$ cat src/rtl/ex_div_unit.sv
// ex_div_unit: multi-cycle restoring divider for DIV/DIVU in the EX stage.
// Produces {remainder, quotient} after WIDTH iterations and holds the
// pipeline with stallreq until the single-cycle ready pulse.
module ex_div_unit #(
  parameter int WIDTH = 32
) (
  input  logic               clk,
  input  logic               rst,
  input  logic               flush,
  input  logic               start,
  input  logic               signed_div,
  input  logic [WIDTH-1:0]   opdata1,
  input  logic [WIDTH-1:0]   opdata2,
  output logic [2*WIDTH-1:0] result,
  output logic               ready,
  output logic               stallreq
);

  localparam int CW = $clog2(WIDTH) + 1;

  typedef enum logic [1:0] {IDLE, ZERO, BUSY, DONE} state_t;

  state_t             state, state_nxt;
  logic [CW-1:0]      cnt;
  // {partial remainder (WIDTH+1 bits), dividend/quotient (WIDTH bits)}
  logic [2*WIDTH:0]   work, work_nxt, shifted;
  logic [WIDTH-1:0]   divisor;
  logic               quo_neg, rem_neg;
  logic               go, last;
  logic [WIDTH-1:0]   mag1, mag2;
  logic [WIDTH+1:0]   diff;
  logic [WIDTH-1:0]   quo_fix, rem_fix;

  assign go   = start & ~flush;
  assign last = (cnt == CW'(WIDTH - 1));

  // Signed mode divides magnitudes; the most negative value maps onto
  // itself, which as an unsigned magnitude is exactly right.
  assign mag1 = (signed_div && opdata1[WIDTH-1]) ? -opdata1 : opdata1;
  assign mag2 = (signed_div && opdata2[WIDTH-1]) ? -opdata2 : opdata2;

  // One restoring step: shift, trial-subtract, keep difference if non-negative.
  always_comb begin
    shifted  = {work[2*WIDTH-1:0], 1'b0};
    diff     = {1'b0, shifted[2*WIDTH:WIDTH]} - {2'b00, divisor};
    work_nxt = shifted;
    if (!diff[WIDTH+1]) begin
      work_nxt[2*WIDTH:WIDTH] = diff[WIDTH:0];
      work_nxt[0]             = 1'b1;
    end
  end

  // Sign fixups applied to the final step's magnitudes.
  always_comb begin
    quo_fix = quo_neg ? -work_nxt[WIDTH-1:0]       : work_nxt[WIDTH-1:0];
    rem_fix = rem_neg ? -work_nxt[2*WIDTH-1:WIDTH] : work_nxt[2*WIDTH-1:WIDTH];
  end

  // State register.
  always_ff @(posedge clk) begin
    if (rst) state <= IDLE;
    else     state <= state_nxt;
  end

  // Next-state, ready and stallreq; stallreq never looks at operand values.
  always_comb begin
    state_nxt = state;
    stallreq  = 1'b0;
    ready     = 1'b0;
    case (state)
      IDLE: begin
        if (go) begin
          stallreq  = 1'b1;
          state_nxt = (opdata2 == '0) ? ZERO : BUSY;
        end
      end
      ZERO: begin
        stallreq  = 1'b1;
        state_nxt = DONE;
      end
      BUSY: begin
        stallreq = 1'b1;
        if (last) state_nxt = DONE;
      end
      DONE: begin
        ready     = 1'b1;
        state_nxt = IDLE;
      end
      default: state_nxt = IDLE;
    endcase
    if (flush) state_nxt = IDLE;
  end

  // Datapath: latch operands on start, iterate in BUSY, load result at the end.
  // A flush freezes everything so an aborted divide never touches result.
  always_ff @(posedge clk) begin
    if (rst) begin
      cnt     <= '0;
      work    <= '0;
      divisor <= '0;
      quo_neg <= 1'b0;
      rem_neg <= 1'b0;
      result  <= '0;
    end else if (!flush) begin
      case (state)
        IDLE: begin
          if (start && opdata2 != '0) begin
            work    <= {{(WIDTH+1){1'b0}}, mag1};
            divisor <= mag2;
            quo_neg <= signed_div & (opdata1[WIDTH-1] ^ opdata2[WIDTH-1]);
            rem_neg <= signed_div & opdata1[WIDTH-1];
            cnt     <= '0;
          end
        end
        ZERO: result <= '0;
        BUSY: begin
          work <= work_nxt;
          cnt  <= cnt + 1'b1;
          if (last) result <= {rem_fix, quo_fix};
        end
        default: ;
      endcase
    end
  end

endmodule

$ cat config.mk
export PLATFORM = sky130hd
export DESIGN_NAME = ex_div_unit
export DESIGN_NICKNAME = d
export VERILOG_FILES = /design/src/rtl/ex_div_unit.sv
export SDC_FILE = /design/constraint.sdc
export NUM_CORES = 1
export LEC_CHECK = 0
export BUFFER_PORTS_ARGS = -buffer_cell sky130_fd_sc_hd__buf_2
export CAP_MARGIN = 20
export CORE_MARGIN = 3
export CORE_UTILIZATION = 29
export DETAILED_ROUTE_END_ITERATION = 10
export GPL_TIMING_DRIVEN = 0
export HOLD_SLACK_MARGIN = 0.06
export PLACE_DENSITY_LB_ADDON = 0.3
export RECOVER_POWER = 50
export SLEW_MARGIN = 20
export SYNTH_ARGS = -nofsm -noshare
export SYNTH_HDL_FRONTEND = slang
export SYNTH_SLANG_ARGS = --single-unit
$ cat constraint.sdc
create_clock -name clk -period 6.8 [get_ports clk]
set_input_delay 0.34 -clock clk [delete_from_list [all_inputs] [get_ports clk]]
set_output_delay 0.34 -clock clk [all_outputs]
set_load 0.03 [all_outputs]
# [Word-level counts from Yosys, hierarchy flattened]
# Cells that the tools add are included.
[word_totals] reg_bits=170 latchBits=0 mem_bits_rw=0 mem_bits_ro=0 inputBits=69 output_inout_bits=66 memories=0
[classes] addsub=6 multipliers=0 div_mod_pow=0 n_lt_le_gt_ge=0 eq_ne=7 shift=0 n_mux=19 n_bitwise=5 reduce_logical=14
[op_table] op="case mux 64 bit (2 select lines)" count=2
[op_table] op="two-way mux 32 bit" count=5
[op_table] op="two-way mux 64 bit" count=2
[op_table] op="negation 32 bit" count=4
[op_table] op="subtractor 33 x 32 -> 34 bit" count=1
[op_table] op="logical NOT 32 bit" count=1
[op_table] op="nonzero test 32 bit" count=1
[op_table] op="case mux 6 bit (2 select lines)" count=1
[op_table] op="AND reduction 3 bit" count=3
[op_table] op="case mux 2 bit (4 select lines)" count=1
[op_table] op="adder 6 x 1 -> 6 bit, second input constant" count=1
[op_table] op="equality test 6 x 5 -> 1 bit, second input constant" count=1
[op_table] op="two-way mux 2 bit" count=3
[op_table] op="two-way mux 6 bit" count=1
[op_table] op="inequality test 2 bit, second input constant" count=3
[op_table] op="equality test 2 bit, second input constant" count=2
[op_table] op="nonzero test 2 bit" count=2
[op_table] op="OR reduction 2 bit" count=2
[op_table] op="AND 1 bit" count=3
[op_table] op="logical AND 1 bit" count=3
[op_table] op="two-way mux 1 bit" count=3
[op_table] op="equality test 2 x 1 -> 1 bit, second input constant" count=1
[op_table] op="logical NOT 2 bit" count=1
[op_table] op="case mux 1 bit (2 select lines)" count=1
[op_table] op="other kinds (3)" count=3

# [Longest topological paths before layout]
[depth] depth_word=6 mapped_depth=24 depth_no_buf=19

# [Least setup slack after synthesis]
# OpenSTA, ideal clock, no wires.
[synth_path] kind="reg-to-reg" from="reg work[41]" to="reg result[58]" arrival_time_ps=4937 required_ps=6683 setup_slack_ps=1746 path_stages_with_launch=24 path_buffers=5 cell_sequence="dfxtp_1 -> ha_1 -> buf_2 -> nand4_1 -> or3_4 -> a211oi_4 -> o311ai_4 -> nand2_2 -> buf_2 -> buf_4 -> buf_2 -> buf_2 -> nand2_1 -> o21ai_0 -> ha_1 -> nand3b_1 -> or3_1 -> or3_1 -> or3_1 -> o311ai_1 -> o211ai_1 -> o21ai_1 -> xnor2_1 -> o21ai_1"
[synth_via] elab_chain_len=6
[synth_rtl] item="start, declared" line_no="26" source="logic [2*WIDTH:0] work, work_nxt, shifted;"
[synth_rtl] item="start signal, assigned" line_no="108" source="work <= {{(WIDTH+1){1'b0}}, mag1};"
[synth_rtl] item="start signal, assigned" line_no="117" source="work <= work_nxt;"
[synth_rtl] item="subtractor 33 x 32 -> 34 bit" line_no="45" source="diff = {1'b0, shifted[2*WIDTH:WIDTH]} - {2'b00, divisor};"
[synth_rtl] item="two-way mux 32 bit (*)" line_no="47" source="if (!diff[WIDTH+1]) begin"
[synth_rtl] item="negation 32 bit" line_no="56" source="rem_fix = rem_neg ? -work_nxt[2*WIDTH-1:WIDTH] : work_nxt[2*WIDTH-1:WIDTH];"
[synth_rtl] item="two-way mux 32 bit (*)" line_no="56"
[synth_rtl] item="two-way mux 64 bit (*)" line_no="119" source="if (last) result <= {rem_fix, quo_fix};"
[synth_rtl] item="case mux 64 bit (2 select lines) (*)" line_no="105" source="case (state)"
[synth_rtl] item="end signal, assigned" line_no="119"
[synth_rtl] item="end, declared" line_no="14" source="output logic [2*WIDTH-1:0] result,"
# Every way passes the cells marked *; elsewhere a longest branch is shown, timed or not. The select of a mux whose other input is x is not followed.
# A chain may end at the register's enable or synchronous reset.

# [Worst setup path after layout]
# Same ends and word-level chain as after synthesis.

==> run summary <==
Min-Delay Path Class: primary input to flip-flop
Hold Vio Cnt, Final: 0
Max-slew headroom: 21.8%
DRC marker count from the first detailed-route iteration: 897
dpl cells: 2263
WHS: 0.188 ns
CP Class: flip-flop to flip-flop
crit path cell chain: ha_1 > buf_2 > nand4_1 > or3_4 > a211oi_4 > o311ai_4 > nand2_2 > buf_2 > buf_4 > buf_2 > buf_2 > nand2_1 > o21ai_0 > ha_1 > nand3b_1 > or3_1 > or3_1 > or3_1 > o311ai_1 > o211ai_1 > o21ai_1 > xnor2_1 > o21ai_1
chip width: 208 µm
Worst Path Required: 7.13 ns
vias in the first global route: 11323
detailed placer's ending HPWL: 34.1 mm
minimum clock period: 6.37 ns
Async S/R FF share, synth: 0%
Clock Skew: 0.00878 ns
Crit path max-delay family: simple AND/OR/NAND/NOR gates
Fmax: 157 MHz
Lkg Pwr: 5.00 nW
syn_area_per_cell: 7.37 µm²
Final Max Tran Viols: 0
Crit. path cell count: 23
Overall Power: 0.00264 W
area leader, netlist: dfxtp_1
Die Height: 208 µm
status: finished, final reports clean
Worst-Margin Slew: 1.16 ns
Synth Instances: 1605
Post-synth EDFFs: 0
Port Buffers: 133
CTS buffer count: 17
syn_nets: 1716
Clock Path Buffers: 2
setup bufs post-CTS: 0
reg2reg end: result[58]$_SDFFE_PP0P_
Overflow after GRT: 0
Initial Util: 29.6%
clock root cell: clkbuf_16
Max stage delay cell, worst path: dfxtp_1
CP peak stage delay: 0.41 ns
Worst Setup EP: result[58]$_SDFFE_PP0P_
CTS Hold Buffers Added: 0
Routed WL per cell: 18.5 µm
Worst Path Max Fanout: 10
most common cell after layout, fill and taps aside: nand2_1
Syn. warnings: 0
Non-Filler Instances: 2295
FP Rows: 73
sequential share of the synthesized area: 28.8%
max-cap violation count: 0
RSZ-0062 raised after global routing: no
ranking of synthesized cells by area: dfxtp_1 29%, nand2_1 6.8%, nor2_1 6.4%
H-Tree Depth: 4
#FFs+latches synth: 170
largest net degree at the start of global routing: 17
Post-synth top flop: dfxtp_1
Routability Congestion: 0.922
clk slew on worst S/H paths: 0.07 ns
startpoint type of the worst setup path: flip-flop
first-pass GRT wire length: 65.7 mm
post-synthesis cell type count: 90
Ports: 135
gr usage total: 18.8%
latest clock arrival within the worst-skew pair: 0.44 ns
Synth top area share: 28.8%
initial antenna violation count: 1
Critical path buffers and inverters: 5
post-cts resize count: 0
PD cells: 194 nW/µm²
R2R Path Start: work[41]$_SDFFE_PP0P_
Via Count: 12133
clk sinks: 170
Filler cells: 4372
Final TNS setup: 0 ns
CP arrival: 6.71 ns
Crit path top cell by count: buf_2
Die Footprint: 43300 µm²
share of layout cells above drive strength 1: 8.93%
drc violations: 0
nets: 1868
Max rail drop VDD: 0.000130 V
final period utilization: 93.7%
vias per inst: 5.29
CP Capture Type: flip-flop
final setup vio count: 0
Area Growth Syn to Fin: 15.3%
Post-DRT Antenna Nets: 0
total wire length: 42.5 mm
commonest cells after routing, fill and taps aside: 215 x nand2_1, 204 x nor2_1, 170 x dfxtp_1
path depth of the worst reg2reg path: 23
n_diodes: 0
CTS tree: built
Crit. Startpoint: work[41]$_SDFFE_PP0P_
DR pass1 iterations: 5
synthesized cell area: 11800 µm²
CORE AREA: 40000 µm²
setup slack, reg-to-reg: 0.43 ns
==> layout make-up <==
| cell class | count | area [µm²] | area share, % |
|---|---|---|---|
| Timing Repair Buffer | 133 | 582 | 4.26 |
| Clock inverter | 13 | 131 | 0.963 |
| Tap cell | 525 | 657 | 4.81 |
| Sequential cell | 170 | 3400 | 24.9 |
| Clock buffer | 19 | 443 | 3.25 |
| Multi-Input combinational cell | 1285 | 7830 | 57.4 |
| Buffer | 100 | 407 | 2.98 |
| Inverter | 50 | 188 | 1.38 |
==> worst reg2reg max path, stage by stage, from the launching register on <==
cell and delay, ns:
dfxtp_1 0.41, ha_1 0.32, buf_2 0.17, nand4_1 0.18, or3_4 0.40, a211oi_4 0.35, o311ai_4 0.20, nand2_2 0.18
buf_2 0.29, buf_4 0.29, buf_2 0.32, buf_2 0.40, nand2_1 0.08, o21ai_0 0.15, ha_1 0.30, nand3b_1 0.12
or3_1 0.36, or3_1 0.35, or3_1 0.37, o311ai_1 0.37, o211ai_1 0.21, o21ai_1 0.23, xnor2_1 0.14, o21ai_1 0.07
==> worst min path at each step <==
stage	start	to	cells past startpoint
after detailed placement	result[4]$_SDFFE_PP0P_	result[4]$_SDFFE_PP0P_	2
final	flush	state[1]$_SDFFE_PP0P_	2
after global routing	flush	state[1]$_SDFFE_PP0P_	2
after CTS	flush	state[1]$_SDFFE_PP0P_	2
after floorplan	flush	state[1]$_SDFFE_PP0P_	1
after global placement	result[61]$_SDFFE_PP0P_	result[61]$_SDFFE_PP0P_	2
==> power breakdown <==
group / leakage [nW] / total (W) / internal [W] / switching, W
Sequential: 1.38 / 0.00105 / 0.00103 / 0.0000286
Clock: 0.283 / 0.000981 / 0.000525 / 0.000456
Combinational: 3.34 / 0.000608 / 0.000209 / 0.000399
==> registers in the layout (all words and copies together) (netlist names) <==
signal   flops
result      64
work        64
divisor     32
cnt          6
state        2
quo_neg      1
rem_neg      1
==> synthesized netlist by cell type (all sizes together) (12+ instances only) <==
library cell	instances
inv	50
a211oi	41
buf	28
o31ai	21
nor2	205
nand4	17
o41ai	16
nor3	32
clkbuf	72
a31oi	36
xor2	59
ha	41
mux2i	16
a22oi	37
or3	26
dfxtp	170
a21oi	123
xnor2	79
o21ai	111
nand2	218
nand2b	12
nand3	37
==> layer usage <==
layer	part of all wire [%]	vias to the layer above	GRT usage, %	wire (µm)
met3	5.9	32	2.80	2510
met2	44	400	29.6	18600
met1	49	5681	27.2	20700
met5	0	-	0	0
met4	1.5	0	4.42	657
li1	-	6020	-	-
==> metrics by stage <==
stage | worst slack [ns] | utilization, % | instance area, µm²
2_1_floorplan | 1.75 | - | 11800
3_3_place_gp | 0.495 | 32.9 | 13200
3_5_place_dp | 0.546 | 32.9 | 13200
4_1_cts | 0.503 | 34.3 | 13700
5_1_grt | 0.0641 | 34.1 | 13600
6_report | 0.427 | 34.1 | 13600
==> kinds of logic after synthesis <==
group	Yosys count	share of synthesized area, %
buffers and inverters	150	5.05
muxes	18	1.54
DFF	170	28.8
adders and majority gates	42	4.50
and+or+nand+nor	625	24.2
AOI/OAI and AO/OA	462	25.7
xor gates and xnor gates	138	10.2
Note: power is estimated with default switching activity, not from simulation.
